--- src/rtl/fetch_pkg.sv ---
// Shared types and constants for the RV32I instruction fetch stage.
package fetch_pkg;

    localparam int XLEN = 32;

    typedef struct packed {
        logic [XLEN-1:0] pc;
        logic [XLEN-1:0] instr;
    } fetch_entry_t;

    // Canonical ADDI x0,x0,0; decode substitutes it on bubbles.
    localparam logic [XLEN-1:0] INSTR_NOP = 32'h0000_0013;

    function automatic logic [XLEN-1:0] pc_plus4(input logic [XLEN-1:0] pc);
        return pc + 32'd4;
    endfunction

endpackage

--- src/rtl/sync_fifo.sv ---
// Synchronous FIFO with registered storage and flush; flush overrides push and pop.
// The head entry is read straight from the storage registers, so it is stable while not popped.
module sync_fifo #(
    parameter int  DEPTH   = 4,
    parameter type entry_t = logic [63:0]
) (
    input  logic                         clk_i,
    input  logic                         rst_ni,
    input  logic                         push_i,
    input  entry_t                       push_data_i,
    input  logic                         pop_i,
    input  logic                         flush_i,
    output logic [$clog2(DEPTH+1)-1:0]   count_o,
    output entry_t                       head_o
);

    localparam int AW = $clog2(DEPTH);
    localparam int CW = $clog2(DEPTH+1);

    entry_t          mem_q [DEPTH];
    logic [AW-1:0]   wr_ptr_q, wr_ptr_d;
    logic [AW-1:0]   rd_ptr_q, rd_ptr_d;
    logic [CW-1:0]   count_q, count_d;

    always_comb begin
        wr_ptr_d = wr_ptr_q;
        rd_ptr_d = rd_ptr_q;
        count_d  = count_q;
        if (flush_i) begin
            wr_ptr_d = '0;
            rd_ptr_d = '0;
            count_d  = '0;
        end else begin
            if (push_i) wr_ptr_d = wr_ptr_q + AW'(1);
            if (pop_i)  rd_ptr_d = rd_ptr_q + AW'(1);
            count_d = count_q + CW'(push_i) - CW'(pop_i);
        end
    end

    always_ff @(posedge clk_i or negedge rst_ni) begin
        if (!rst_ni) begin
            wr_ptr_q <= '0;
            rd_ptr_q <= '0;
            count_q  <= '0;
            for (int i = 0; i < DEPTH; i++) mem_q[i] <= '0;
        end else begin
            wr_ptr_q <= wr_ptr_d;
            rd_ptr_q <= rd_ptr_d;
            count_q  <= count_d;
            if (push_i && !flush_i) mem_q[wr_ptr_q] <= push_data_i;
        end
    end

    assign count_o = count_q;
    assign head_o  = mem_q[rd_ptr_q];

endmodule

--- src/rtl/fetch_unit.sv ---
// RV32I fetch stage: owns the fetch PC, issues credit-limited imem requests and buffers
// in-order responses with their PCs. Define FETCH_TRACE_EN to print handshakes and redirects.
module fetch_unit
    import fetch_pkg::*;
#(
    parameter int          DEPTH    = 4,
    parameter logic [31:0] RESET_PC = 32'h0000_0000
) (
    input  logic        i_clk,
    input  logic        i_rst_n,
    input  logic        i_redirect,
    input  logic [31:0] i_redirect_pc,
    output logic        o_imem_req_valid,
    input  logic        i_imem_req_ready,
    output logic [31:0] o_imem_addr,
    input  logic        i_imem_rsp_valid,
    input  logic [31:0] i_imem_rsp_data,
    output logic        o_instr_valid,
    input  logic        i_instr_ready,
    output logic [31:0] o_instr,
    output logic [31:0] o_instr_pc
);

    localparam int            CW      = $clog2(DEPTH+1);
    localparam logic [CW:0]   DEPTH_C = (CW+1)'(DEPTH);

    logic [31:0]   fetch_pc_q, fetch_pc_d;
    logic [31:0]   rsp_pc_q, rsp_pc_d;
    logic [CW-1:0] outstanding_q, outstanding_d;
    logic [CW-1:0] drop_cnt_q, drop_cnt_d;
    logic          run_q;

    logic [CW-1:0] count;
    fetch_entry_t  head;
    fetch_entry_t  push_entry;
    logic [31:0]   redirect_pc;
    logic [CW:0]   inflight;
    logic          req_valid, req_fire, rsp_drop, push, pop;

    assign redirect_pc = i_redirect_pc & ~32'h3;
    // Requests whose responses will be dropped still hold a credit until they return.
    assign inflight    = {1'b0, outstanding_q} + {1'b0, count};
    assign req_valid   = run_q & ~i_redirect & (inflight < DEPTH_C);
    assign req_fire    = req_valid & i_imem_req_ready;
    assign rsp_drop    = i_imem_rsp_valid & (drop_cnt_q != '0);
    assign push        = i_imem_rsp_valid & ~rsp_drop & ~i_redirect;
    assign pop         = o_instr_valid & i_instr_ready;
    assign push_entry  = '{pc: rsp_pc_q, instr: i_imem_rsp_data};

    always_comb begin
        fetch_pc_d    = fetch_pc_q;
        rsp_pc_d      = rsp_pc_q;
        outstanding_d = outstanding_q + CW'(req_fire) - CW'(i_imem_rsp_valid);
        drop_cnt_d    = drop_cnt_q - CW'(rsp_drop);
        if (req_fire) fetch_pc_d = pc_plus4(fetch_pc_q);
        if (push)     rsp_pc_d   = pc_plus4(rsp_pc_q);
        if (i_redirect) begin
            fetch_pc_d = redirect_pc;
            rsp_pc_d   = redirect_pc;
            drop_cnt_d = outstanding_q - CW'(i_imem_rsp_valid);
        end
    end

    always_ff @(posedge i_clk or negedge i_rst_n) begin
        if (!i_rst_n) begin
            fetch_pc_q    <= RESET_PC;
            rsp_pc_q      <= RESET_PC;
            outstanding_q <= '0;
            drop_cnt_q    <= '0;
            run_q         <= 1'b0;
        end else begin
            fetch_pc_q    <= fetch_pc_d;
            rsp_pc_q      <= rsp_pc_d;
            outstanding_q <= outstanding_d;
            drop_cnt_q    <= drop_cnt_d;
            run_q         <= 1'b1;
        end
    end

    sync_fifo #(
        .DEPTH   (DEPTH),
        .entry_t (fetch_entry_t)
    ) u_fifo (
        .clk_i       (i_clk),
        .rst_ni      (i_rst_n),
        .push_i      (push),
        .push_data_i (push_entry),
        .pop_i       (pop),
        .flush_i     (i_redirect),
        .count_o     (count),
        .head_o      (head)
    );

    assign o_imem_req_valid = req_valid;
    assign o_imem_addr      = fetch_pc_q;
    assign o_instr_valid    = (count != '0);
    assign o_instr          = head.instr;
    assign o_instr_pc       = head.pc;

`ifdef FETCH_TRACE_EN
    always @(posedge i_clk) begin
        if (i_rst_n) begin
            if (pop)        $display("IF PC=%08x INSTR=%08x", head.pc, head.instr);
            if (i_redirect) $display("IF REDIRECT PC=%08x DROP=%0d", redirect_pc, drop_cnt_d);
        end
    end
`else
`endif

endmodule

--- config.mk ---
export PLATFORM = sky130hd
export DESIGN_NAME = fetch_unit
export DESIGN_NICKNAME = d
export VERILOG_FILES = /design/src/rtl/fetch_pkg.sv /design/src/rtl/sync_fifo.sv /design/src/rtl/fetch_unit.sv
export SDC_FILE = /design/constraint.sdc
export NUM_CORES = 1
export LEC_CHECK = 0
export ABC_AREA = 1
export ABC_CLOCK_PERIOD_IN_PS = 4350
export CELL_PAD_IN_SITES_DETAIL_PLACEMENT = 1
export CELL_PAD_IN_SITES_GLOBAL_PLACEMENT = 2
export CORE_ASPECT_RATIO = 2
export CORE_UTILIZATION = 36
export CTS_CLUSTER_DIAMETER = 200
export DETAILED_ROUTE_END_ITERATION = 6
export PLACE_DENSITY = 0.91
export SETUP_SLACK_MARGIN = 0.2
export SLEW_MARGIN = 20
export SYNTH_ARGS = -nofsm -noshare
export SYNTH_HDL_FRONTEND = slang
export SYNTH_SLANG_ARGS = --single-unit
--- constraint.sdc ---
create_clock -name i_clk -period 4.35 [get_ports i_clk]
set_clock_uncertainty 0.2 [all_clocks]
set_input_delay 0.6525 -clock i_clk [delete_from_list [all_inputs] [get_ports i_clk]]
set_output_delay 0.6525 -clock i_clk [all_outputs]
set_load 0.02 [all_outputs]
# Word level (Yosys, flattened, before mapping)
# Index checks and enable logic that the tools add are counted.
dict set report totals {
  ff_bits 334
  output_inout_bits 98
}
dict set report classes {
  addsub 11
  reduce_logical 8
  n_bitwise 11
  n_lt_le_gt_ge 4
  mux 16
}
# op n
set op_table {}
lappend op_table {{$bwmux 256} 1}
lappend op_table {{$mux 64} 3}
lappend op_table {{$bmux 64 s2} 1}
lappend op_table {{$demux 64 s2} 1}
lappend op_table {{$mux 32} 4}
lappend op_table {{$add 32x3->32 const B} 2}
lappend op_table {{$sub 3x1->3} 4}
lappend op_table {{$mux 2} 4}
lappend op_table {{$and 1x1->1} 7}
lappend op_table {{$add 3x1->3} 2}
lappend op_table {{$ge 3x3->1 const B} 2}
lappend op_table {{$mux 3} 2}
lappend op_table {{$not 2->3} 2}
lappend op_table {{$reduce_bool 2->1} 3}
lappend op_table {{$reduce_bool 3->1} 2}
lappend op_table {{$add 2x1->2 const B} 2}
lappend op_table {{$add 3x3->4} 1}
lappend op_table {{$lt 4x3->1 const B} 1}
lappend op_table {{$lt 3x1->1 const B} 1}
lappend op_table {{$logic_and 1x1->1} 2}
lappend op_table {{$not 1->1} 2}
lappend op_table {{$logic_not 1->1} 1}

# Logic depth before layout (Yosys ltp)
dict set report depth {
  depth_word 8
  mapped_depth 12
  mapped_depth_nobuf 11
}

# Modules after synthesis
# Synthesis repeated with hierarchy kept, for this count alone.
dict set report unflattened {
  cells_unflattened 2107
  area_unflattened_um2 16607.2
}
# mod cells_per_inst n_inst seq_area_each_um2 area_each_um2
set modules_own_cells {}
lappend modules_own_cells {sync_fifo 1428 1 6581.3 11931.4}
lappend modules_own_cells {fetch_unit 679 1 1676.6 4675.7}

# Worst setup path after synthesis
# No wires, ideal clock.
dict set report synth_path {
  path_type {in2reg}
  start {input i_redirect}
  end {register outstanding_q[2]}
  t_required_ps 4027
  arrival_ps 2513
  cell_stages 12
  setup_ps 123
  slack_ps 1514
  path_cell_list {buf_6 inv_4 nand3b_1 nor2_2 nand2_2 clkbuf_1 ha_1 inv_1 ha_1 inv_1 fa_1 xnor2_1}
}
dict set report synth_between {
  elab_chain_len 6
}
# element line
set synth_rtl {}
lappend synth_rtl {{from (decl)} fetch_unit.sv:11} ;# input logic i_redirect,
lappend synth_rtl {{$not 1->1} fetch_unit.sv:43} ;# assign req_valid = run_q & ~i_redirect & (inflight < DEPTH_C);
lappend synth_rtl {{$and 1x1->1 (2 in series)} fetch_unit.sv:43}
lappend synth_rtl {{named net o_imem_req_valid} fetch_unit.sv:13} ;# output logic o_imem_req_valid,
lappend synth_rtl {{$and 1x1->1} fetch_unit.sv:44} ;# assign req_fire = req_valid & i_imem_req_ready;
lappend synth_rtl {{$add 3x1->3} fetch_unit.sv:53} ;# outstanding_d = outstanding_q + CW'(req_fire) - CW'(i_imem_rsp_valid);
lappend synth_rtl {{$sub 3x1->3} fetch_unit.sv:53}
lappend synth_rtl {{named net outstanding_d[2]} fetch_unit.sv:29} ;# logic [CW-1:0] outstanding_q, outstanding_d;
lappend synth_rtl {{to (signal assigned)} fetch_unit.sv:74} ;# outstanding_q <= outstanding_d;
lappend synth_rtl {{to (decl)} fetch_unit.sv:29}
# The timed path passes the listed nets, and every way through them passes these cells.
# A chain may end at the register's enable or synchronous reset.

# Final worst setup path
dict set report layout_path {
  start {register u_fifo.rd_ptr_q[0]}
  end {output o_instr_pc[9]}
}
dict set report layout_between {
  elab_chain_len 4
}
# element line
set layout_rtl {}
lappend layout_rtl {{from (decl)} sync_fifo.sv:22} ;# logic [AW-1:0] rd_ptr_q, rd_ptr_d;
lappend layout_rtl {{from (signal assigned)} sync_fifo.sv:48} ;# rd_ptr_q <= rd_ptr_d;
lappend layout_rtl {{$not 2->3 (not written as such)} sync_fifo.sv:55} ;# assign head_o = mem_q[rd_ptr_q];
lappend layout_rtl {{$bmux 64 s2} sync_fifo.sv:55}
lappend layout_rtl {{$mux 64 (not written as such) (2 in series)} sync_fifo.sv:55}
lappend layout_rtl {{to (decl)} fetch_unit.sv:21} ;# output logic [31:0] o_instr_pc
# No other way between the ends. The select of a mux whose other input is x is not followed.

==> impl_metrics.csv <==
group,metric,value,unit
route,drtIter0Drc,373,
pwr,power_density,613,mW/mm2
run_status,outcome,"completed",
place,place_inst,2512,
critical_path,startpoint_type,"flip-flop",
layout,fin_cells,2575,
synthesis,synth.area.top_cells,"dfrtp_1, nand2_1, o21ai_0",
clock_tree,cts_buffers,34,
synthesis,synth_area_per_cell,8.11,um2
timing,max_slew.worst_pin.slew,952,ps
clock_tree,cts_max_level,2,
layout,syn2layout_area_growth,21.3,%
timing,whs,282,ps
place,gp_congestion,0.866,
clock_tree,post-cts-setup-buffers,0,
critical_path,cp.arrival,2980,ps
critical_path,worstPathRequired,3500,ps
timing,rsz0062_at_grt,"false",
critical_path,cp-end-kind,"output pin",
grt,grt_pass1_wl,77.8,mm
synthesis,yosys.area_share.simple,20.0,%
timing,final-setup-viol-count,0,
layout,antenna-diode-count,0,
pwr,ir_drop,0.000320,V
route,num_vias,13557,
grt,globalRouteOverflowTotal,0,
pwr,power_frac_clock,27.3,%
route,route.detailed.drc,0,
floorplan,num_rows,106,
pwr,cell_internal_pwr,7.23,mW
route,routed_wl,47.6,mm
floorplan,io_pins,168,
synthesis,synth_top_family_by_area,"simple AND/OR/NAND/NOR gates",
synthesis,yosys.area_share.xor_xnor,1.65,%
synthesis,ys_seq_area_share,52.3,%
clock_tree,insertion_delay,540,ps
synthesis,yosysTopAreaCell,"dfrtp_1",
route,avgViaCountPerCell,5.26,
pwr,power_frac_seq,36.0,%
job,maxCapViolCount,0,
pwr,total_power,11.5,mW
grt,grt_usage,22.6,%
floorplan,initial_core_util,36.6,%
critical_path,crit_fanout,41,
grt,antenna_found_initial,0,
synthesis,syn_area,0.0154,mm2
floorplan,core_area,0.0420,mm2
grt,grt_pass1_vias,14896,
synthesis,synthAdderAreaFrac,1.56,%
synthesis,syn-instance-count,1898,
timing,setup_tns,0,ps
pwr,combPwrFrac,36.6,%
timing,fin_crit_sh,88.1,%
min_path,hold_class,"reg -> reg",
grt,grt_max_degree,125,
synthesis,ys_types,39,
critical_path,reg2reg_setup_slack,1660,ps
synthesis,synth_top_area_share,52.3,%
floorplan,die_width,148,um
layout,fin_nets,2097,
synthesis,synth-compound-area-share,17.4,%
synthesis,ys_ff_latch,322,
layout,layout-drive-gt1-share,5.01,%
timing,period_needed,3830,ps
pwr,switchingPower,4.23,mW
clock_tree,cts_sinks,322,
synthesis,yosys_warnings,0,
place,port_buffers,161,
floorplan,die_h,295,um
clock_tree,cts_tree,"done",
timing,slew_headroom,36.5,%
critical_path,path_class,"reg -> out",
pwr,leakagePower,8.67,nW
clock_tree,ctsRootBufferMaster,"clkbuf_16",
clock_tree,clockBufferDepth,3,
place,hpwl,31.4,mm
clock_tree,clk_pin_slew,60,ps
route,first_pass_iters,4,
timing,hold_viol,0,
pwr,swShare,36.9,%
timing,fmax,261,MHz
layout,fillers,5005,
floorplan,dieArea,0.0437,mm2
clock_tree,cts.repair.resized,0,
synthesis,synth_mux_area_share,0.130,%
route,ant_nets,0,
timing,drv_slew,0,
route,wl_per_cell,18.5,um
==> through the flow <==
stage | util (%) | setup WS (ps) | instance area [um2]
after floorplan | - | 1510 | 15400
after global placement | 41.6 | 1040 | 17500
after detailed placement | 41.6 | 1030 | 17500
after CTS | 44.4 | 456 | 18700
after global routing | 44.4 | 424 | 18700
final | 44.4 | 518 | 18700
==> cell type report <==
class / count / area (um2) / share of cell area, %
multi-input combinational: 1325 / 6310 / 33.8
clock buffer: 44 / 958 / 5.13
clock inverter: 18 / 246 / 1.32
tap: 540 / 676 / 3.62
sequential: 322 / 8060 / 43.1
timing repair buffer: 183 / 1890 / 10.1
inverter: 143 / 541 / 2.89
==> state kept, by name (all words and copies together) (netlist names) <==
signal and count:
u_fifo.rd_ptr_q 2, u_fifo.mem_q 248, u_fifo.count_o 3, run_q 1, o_imem_addr 30, drop_cnt_q 3
outstanding_q 3, u_fifo.wr_ptr_q 2, rsp_pc_q 30
==> cell usage in the layout (no fill, tap or decap), types with 16 or more instances in the layout <==
master / synthesis / layout
nand2_1: 465 / 465
dfrtp_1: 322 / 320
o21ai_0: 230 / 230
nor2_1: 193 / 193
o21ai_1: 172 / 172
clkdlybuf4s50_1: 0 / 159
inv_1: 138 / 138
nand3_1: 71 / 71
o22ai_1: 62 / 62
clkbuf_16: 0 / 34
xor2_1: 24 / 24
o211ai_1: 18 / 18
ha_1: 16 / 16
==> synthesized netlist by cell type, drive strengths merged <==
cell / number
nand3: 71
a21oi: 12
nand2: 472
a22oi: 1
o21ai: 402
nor2: 197
o22ai: 62
clkinv: 3
fa: 2
nor3: 13
xnor2: 5
clkbuf: 69
ha: 16
and3: 1
buf: 42
and2: 1
xor2: 24
nand4: 9
conb: 2
dfrtp: 322
o211ai: 18
inv: 140
nand3b: 1
mux2i: 2
o21bai: 5
o221ai: 1
a31oi: 5
==> kinds of logic after synthesis <==
family | count (synthesis)
and+or+nand+nor | 765
AOI/OAI and AO/OA | 506
DFF | 322
buffers and inverters | 254
xor gates and xnor gates | 29
adders and majority gates | 18
other | 2
muxes | 2
==> worst paths after layout <==
check                                                    start                             to  cells after the start
worst min-delay path              u_fifo.mem_q[67]$_DFFE_PN0P_   u_fifo.mem_q[67]$_DFFE_PN0P_                      2
worst min register to register    u_fifo.mem_q[67]$_DFFE_PN0P_   u_fifo.mem_q[67]$_DFFE_PN0P_                      2
worst max register to register      outstanding_q[2]$_DFF_PN0_     outstanding_q[2]$_DFF_PN0_                     11
min in group asynchronous                              i_rst_n                run_q$_DFF_PN0_                      2
worst max-delay path            u_fifo.rd_ptr_q[0]$_DFFE_PN0P_                  o_instr_pc[9]                      5
max in group asynchronous                              i_rst_n  u_fifo.mem_q[216]$_DFFE_PN0P_                      3
==> routing by layer <==
layer  up-vias  share of wire (%)  global-route usage [%]
met4         0                4.1                    10.1
li1       6439                  -                       -
met1      6750                 39                    24.8
met2       276                 54                    43.3
met5         -                  0                       0
met3        92                3.1                    2.14
==> worst max-delay path: stages (launching register included) <==
cell,delay [ps]
dfrtp_4,690
clkinv_2,160
buf_4,360
o21ai_0,190
o22ai_1,340
clkdlybuf4s50_1,680
==> timing repair <==
action	CTS	global route
hold buffers	1	0
hold endpoints to repair	3	0
setup endpoints to repair	0	0
==> power by group through the flow <==
stage | clock [mW] | sequential, mW | combinational (mW)
3_5_place_dp | 0 | 4.17 | 4.27
6_report | 3.13 | 4.13 | 4.20
4_1_cts | 3.23 | 4.13 | 4.29
5_1_grt | 3.33 | 4.22 | 4.64
2_1_floorplan | 0 | 4.07 | 2.42
3_3_place_gp | 0 | 4.13 | 4.13
(Power assumes the default switching activity.)
